## src/rtl/integrity_result_monitor.sv

```systemverilog
`default_nettype none
// +----------------------------------------------------------------------------+
// | Module      : integrity_result_monitor                                     |
// | Description : Latches a sticky verdict (PASS / FAIL_DATA / FAIL_LOST /      |
// |               FAIL_TIMEOUT) from the data-integrity scoreboard outputs.     |
// |               Optional macro INTEGRITY_MONITOR_TIMEOUT_EN adds the          |
// |               capture-to-exit cycle bound.                                  |
// | Revision    : 1.0 - initial release                                         |
// +----------------------------------------------------------------------------+
module integrity_result_monitor #(
    parameter int DEPTH   = 8,
    parameter int CNTWID  = $clog2(DEPTH) + 1,
    parameter int TIMEOUT = 64,
    parameter int TOWID   = $clog2(TIMEOUT) + 1
) (
    input  logic              clk,
    input  logic              rst,
    input  logic              push,
    input  logic              pop,
    input  logic              start,
    input  logic              data_out_vld,
    input  logic              prop_signal,
    output logic [2:0]        state,
    output logic              done,
    output logic              pass,
    output logic [1:0]        fail_code,
    output logic [CNTWID-1:0] pop_cnt,
    output logic [TOWID-1:0]  cyc_cnt
);

    typedef enum logic [2:0] {
        S_IDLE  = 3'd0,
        S_TRACK = 3'd1,
        S_PASS  = 3'd2,
        S_FAIL  = 3'd3
    } state_t;

    localparam logic [1:0]        c_code_none = 2'd0;
    localparam logic [1:0]        c_code_data = 2'd1;
    localparam logic [1:0]        c_code_lost = 2'd2;
    localparam logic [1:0]        c_code_to   = 2'd3;
    localparam logic [CNTWID-1:0] c_pop_last  = CNTWID'(DEPTH - 1);
    localparam logic [CNTWID-1:0] c_pop_max   = CNTWID'(DEPTH);
    localparam logic [CNTWID-1:0] c_pop_one   = CNTWID'(1);

    generate
        if (CNTWID < $clog2(DEPTH + 1)) begin : g_cntwid_chk
            $error("CNTWID cannot represent DEPTH");
        end
        if (TOWID < $clog2(TIMEOUT + 1)) begin : g_towid_chk
            $error("TOWID cannot represent TIMEOUT");
        end
    endgenerate

    state_t            state_q, state_d;
    logic [1:0]        code_q, code_d;
    logic [CNTWID-1:0] pop_q, pop_d;
    logic              w_capture;
    logic              w_timeout;

    assign w_capture = (state_q == S_IDLE) && start && push;

    always_comb begin
        state_d = state_q;
        code_d  = code_q;
        pop_d   = pop_q;
        case (state_q)
            S_IDLE: begin
                if (w_capture) begin
                    state_d = S_TRACK;
                    pop_d   = '0;
                end
            end
            S_TRACK: begin
                // Exit beats LOST, LOST beats TIMEOUT
                if (data_out_vld && prop_signal) begin
                    state_d = S_PASS;
                end else if (data_out_vld) begin
                    state_d = S_FAIL;
                    code_d  = c_code_data;
                end else if (pop && (pop_q == c_pop_last)) begin
                    state_d = S_FAIL;
                    code_d  = c_code_lost;
                end else if (w_timeout) begin
                    state_d = S_FAIL;
                    code_d  = c_code_to;
                end else if (pop && (pop_q != c_pop_max)) begin
                    pop_d = pop_q + c_pop_one;
                end
            end
            default: ;
        endcase
    end

    always_ff @(posedge clk) begin
        if (rst) begin
            state_q <= S_IDLE;
            code_q  <= c_code_none;
            pop_q   <= '0;
        end else begin
            state_q <= state_d;
            code_q  <= code_d;
            pop_q   <= pop_d;
        end
    end

`ifdef INTEGRITY_MONITOR_TIMEOUT_EN
    localparam logic [TOWID-1:0] c_cyc_last = TOWID'(TIMEOUT - 1);
    localparam logic [TOWID-1:0] c_cyc_max  = TOWID'(TIMEOUT);
    localparam logic [TOWID-1:0] c_cyc_one  = TOWID'(1);

    logic [TOWID-1:0] cyc_q;
    logic             w_hold;

    // Cycle counter advances only while tracking continues without a verdict
    assign w_hold    = (state_q == S_TRACK) && (state_d == S_TRACK);
    assign w_timeout = (cyc_q == c_cyc_last);

    always_ff @(posedge clk) begin
        if (rst) begin
            cyc_q <= '0;
        end else if (w_capture) begin
            cyc_q <= '0;
        end else if (w_hold && (cyc_q != c_cyc_max)) begin
            cyc_q <= cyc_q + c_cyc_one;
        end
    end

    assign cyc_cnt = cyc_q;
`else
    assign w_timeout = 1'b0;
    assign cyc_cnt   = '0;
`endif

    assign state     = state_q;
    assign done      = (state_q == S_PASS) || (state_q == S_FAIL);
    assign pass      = (state_q == S_PASS);
    assign fail_code = code_q;
    assign pop_cnt   = pop_q;

endmodule
`default_nettype wire

```

## config.mk

```make
export PLATFORM = sky130hd
export DESIGN_NAME = integrity_result_monitor
export DESIGN_NICKNAME = d
export VERILOG_FILES = /design/src/rtl/integrity_result_monitor.sv
export SDC_FILE = /design/constraint.sdc
export NUM_CORES = 1
export LEC_CHECK = 0
export CORE_AREA = 2 2 39 41
export CTS_CLUSTER_DIAMETER = 50
export CTS_CLUSTER_SIZE = 20
export DETAILED_ROUTE_END_ITERATION = 8
export DIE_AREA = 0 0 41 43
export GPL_TIMING_DRIVEN = 0
export PLACE_DENSITY = 0.82
export SLEW_MARGIN = 20
export SYNTH_ARGS = -nofsm -noshare
export SYNTH_HDL_FRONTEND = slang
export SYNTH_SLANG_ARGS = --single-unit
```

## constraint.sdc

```tcl
create_clock -name clk -period 3.6 [get_ports clk]
set_input_delay 0.72 -clock clk [delete_from_list [all_inputs] [get_ports clk]]
set_output_delay 0.72 -clock clk [all_outputs]
set_load 0.01 [all_outputs]
```

==> impl_metrics.tcl <==
set metrics [dict create \
    slowest_stage "clkdlybuf4s50_1" \
    drv_slew 0 \
    final_cell_mix "clkdlybuf4s50_1 (16), buf_4 (8), conb_1 (8), dfxtp_1 (8)" \
    grt_start_max_net_pins 10 \
    cp.required_ns 2.88 \
    status "finished, final reports clean" \
    avgSynthCellArea_um2 8.50 \
    cts_max_path_buffers 2 \
    critical_path.startpoint_type "register" \
    cp.buffers_inverters 1 \
    postCtsResizedCells 0 \
    rr_endpoint "fail_code[0]" \
    arrival_ns 1.40 \
    seq_area_um2 160 \
    ff2ff_setup_slack_ns 2.05 \
    synth-simple-area-share_pct 31.4 \
    timing.rr.start "pop_cnt[0]" \
    core-area_um2 1380 \
    hp-class "reg -> reg" \
    yosys_warnings 0 \
    drc 0 \
    multi_input_area_um2 297 \
    io_buffers 16 \
    muxShareOfSynthArea_pct 0 \
    synthXorXnorAreaFrac_pct 0 \
    ioPinCount 25 \
    critical-path-max-stage-delay_ns 0.52 \
    grt_pass1_wl_um 1610 \
    antenna_found_initial 0 \
    synth-async-reset-ratio_pct 0 \
    num-fill-cells 133 \
    synthFlopType "dfxtp_1" \
    fin_crit_ns 2.12 \
    pwr_density_cell_nw_per_um2 281 \
    grt_usage_pct 14.4 \
    cap_violations 0 \
    hold_start "fail_code[1]" \
    finalClockSkew_ns 0.00563 \
    fp.dieArea_um2 1760 \
    endpoint_kind "primary output" \
    area_growth_pct 45.6 \
    hold_path_end "fail_code[1]" \
    r2r_cells 5 \
    h-tree-depth 1 \
    initial_core_util_pct 36.3 \
    tns_ns 0 \
    vias 479 \
    gr-total-overflow 0 \
    finalNetCount 96 \
    cts.clk_slew.worst_paths_ns 0.06 \
    die_width_um 41 \
    drive_gt1_share_pct 16.5 \
    syn_area_um2 502 \
    setup_viol 0 \
    first_global_vias 401 \
    synthAdderAreaFrac_pct 4.99 \
    first_pass_iters 4 \
    wl_per_cell_um 10.4 \
    clock-sinks 8 \
    synth_top_area_cell "dfxtp_1" \
    viasPerCell 4.74 \
    ys_seq_area_share_pct 31.9 \
    antenna_left 0 \
    synth_edf_count 0 \
    synth_cell_types 27 \
    finalHoldViolCount 0 \
    fmax_ghz 0.472 \
    hold_depth 2 \
    rows 14 \
    cts_setup_buffers 0 \
    cts_root_buf "clkbuf_4" \
    holdBufCountCts 0 \
    ys_seq_elements 8 \
    routed_wl_um 1060 \
    insertedDiodeCount 0 \
    yosys-top-cells-area "dfxtp_1 (32%), buf_4 (12%), ha_1 (5.0%), nor2b_1 (5.0%), nand3b_1 (4.5%)" \
    path_delay_family "buffers and inverters" \
    crit_fanout 9 \
    synth-compound-area-share_pct 16.7 \
    synthCells 59 \
    clk_latency_ns 0.26 \
    place.gp.congestion 0.790 \
    p_leak_nw 0.314 \
    die_y_um 43 \
    peakVddDrop_uv 174 \
    drt_iter0_markers 7 \
    final_common_cell "clkdlybuf4s50_1" \
    crit_chain "and2b_1 > clkdlybuf4s50_1" \
    cts_tree "yes" \
    min_period_over_period_pct 58.9 \
    synth_top_family_by_area "simple AND/OR/NAND/NOR gates" \
    synth_top_area_share_pct 31.9 \
    place_ws_ns 1.42 \
    path_class "reg -> out" \
    rsz0062_at_grt "no" \
    cts_buffers 3 \
    layout_setup_ws_ns 1.48 \
]
-- Yosys cell counts (2+ instances only) --
master    number
a21o_1         2
a21oi_1        4
buf_4          8
dfxtp_1        8
ha_1           2
inv_1          2
nand2_1        2
nand3_1        2
nand3b_1       3
nor2_1         4
nor2b_1        4
nor3b_1        2
o31ai_1        2
-- worst max-delay path by stage --
stage | start | endpoint | slack, ns | cells after the start
global placement | rst | pop_cnt[2] | 1.43 | 5
finish | state[1] | pass | 1.48 | 2
detailed placement | rst | pop_cnt[3] | 1.42 | 5
CTS | state[1] | pass | 1.46 | 2
floorplan | pop | pop_cnt[2] | 2.04 | 4
global route | state[1] | pass | 1.41 | 2
-- worst register-to-register path: stages, from the launching register on --
cell and delay, ns:
dfxtp_1 0.42, ha_1 0.24, nor2b_1 0.18, a31oi_1 0.11, or3_1 0.34, nor3b_1 0.15
-- cell type report --
cell class              count  area share (%)
plain buffers               9            8.73
clock buffers               3            3.08
inverters                   2            1.03
multi-input cells          47            40.6
flip-flops and latches      8            21.9
well taps                  16            2.74
repair buffers             16            21.9
-- per-stage QoR --
step | std cells | cell area, um^2 | total power, mW | utilization, % | hold WS (ns)
floorplan | 66 | 528 | 0.118 | - | 0.487
global placement | 98 | 708 | 0.136 | 51.2 | 0.455
detailed placement | 98 | 708 | 0.136 | 51.2 | 0.476
CTS | 101 | 731 | 0.210 | 52.8 | 0.486
global route | 101 | 731 | 0.219 | 52.8 | 0.520
finish | 101 | 731 | 0.205 | 52.8 | 0.485
-- registers in the layout, indices dropped and copies added, names as in the netlist --
register,flops
fail_code,2
pop_cnt,4
state,2
-- metal layers --
layer | GRT usage (%) | routed length (um) | vias to the layer above
met2 | 20.0 | 477 | 16
li1 | - | - | 248
met5 | 0 | 0 | -
met4 | 10.0 | 28 | 0
met3 | 7.85 | 81 | 4
met1 | 15.9 | 467 | 211
-- cells by family (layout without fill, tap and decap cells) --
group,Yosys count,in the layout
flip-flops,8,8
AO/OA/AOI/OAI,12,12
other,1,8
adder cells (fa/ha/maj),2,2
buffers and inverters,11,30
AND/OR/NAND/NOR,25,25
-- power breakdown --
group	internal, mW	switching, mW
clock network	0.0383	0.0323
logic	0.0230	0.0171
registers	0.0910	0.00336
total	0.152	0.0528
(Power assumes the default switching activity.)
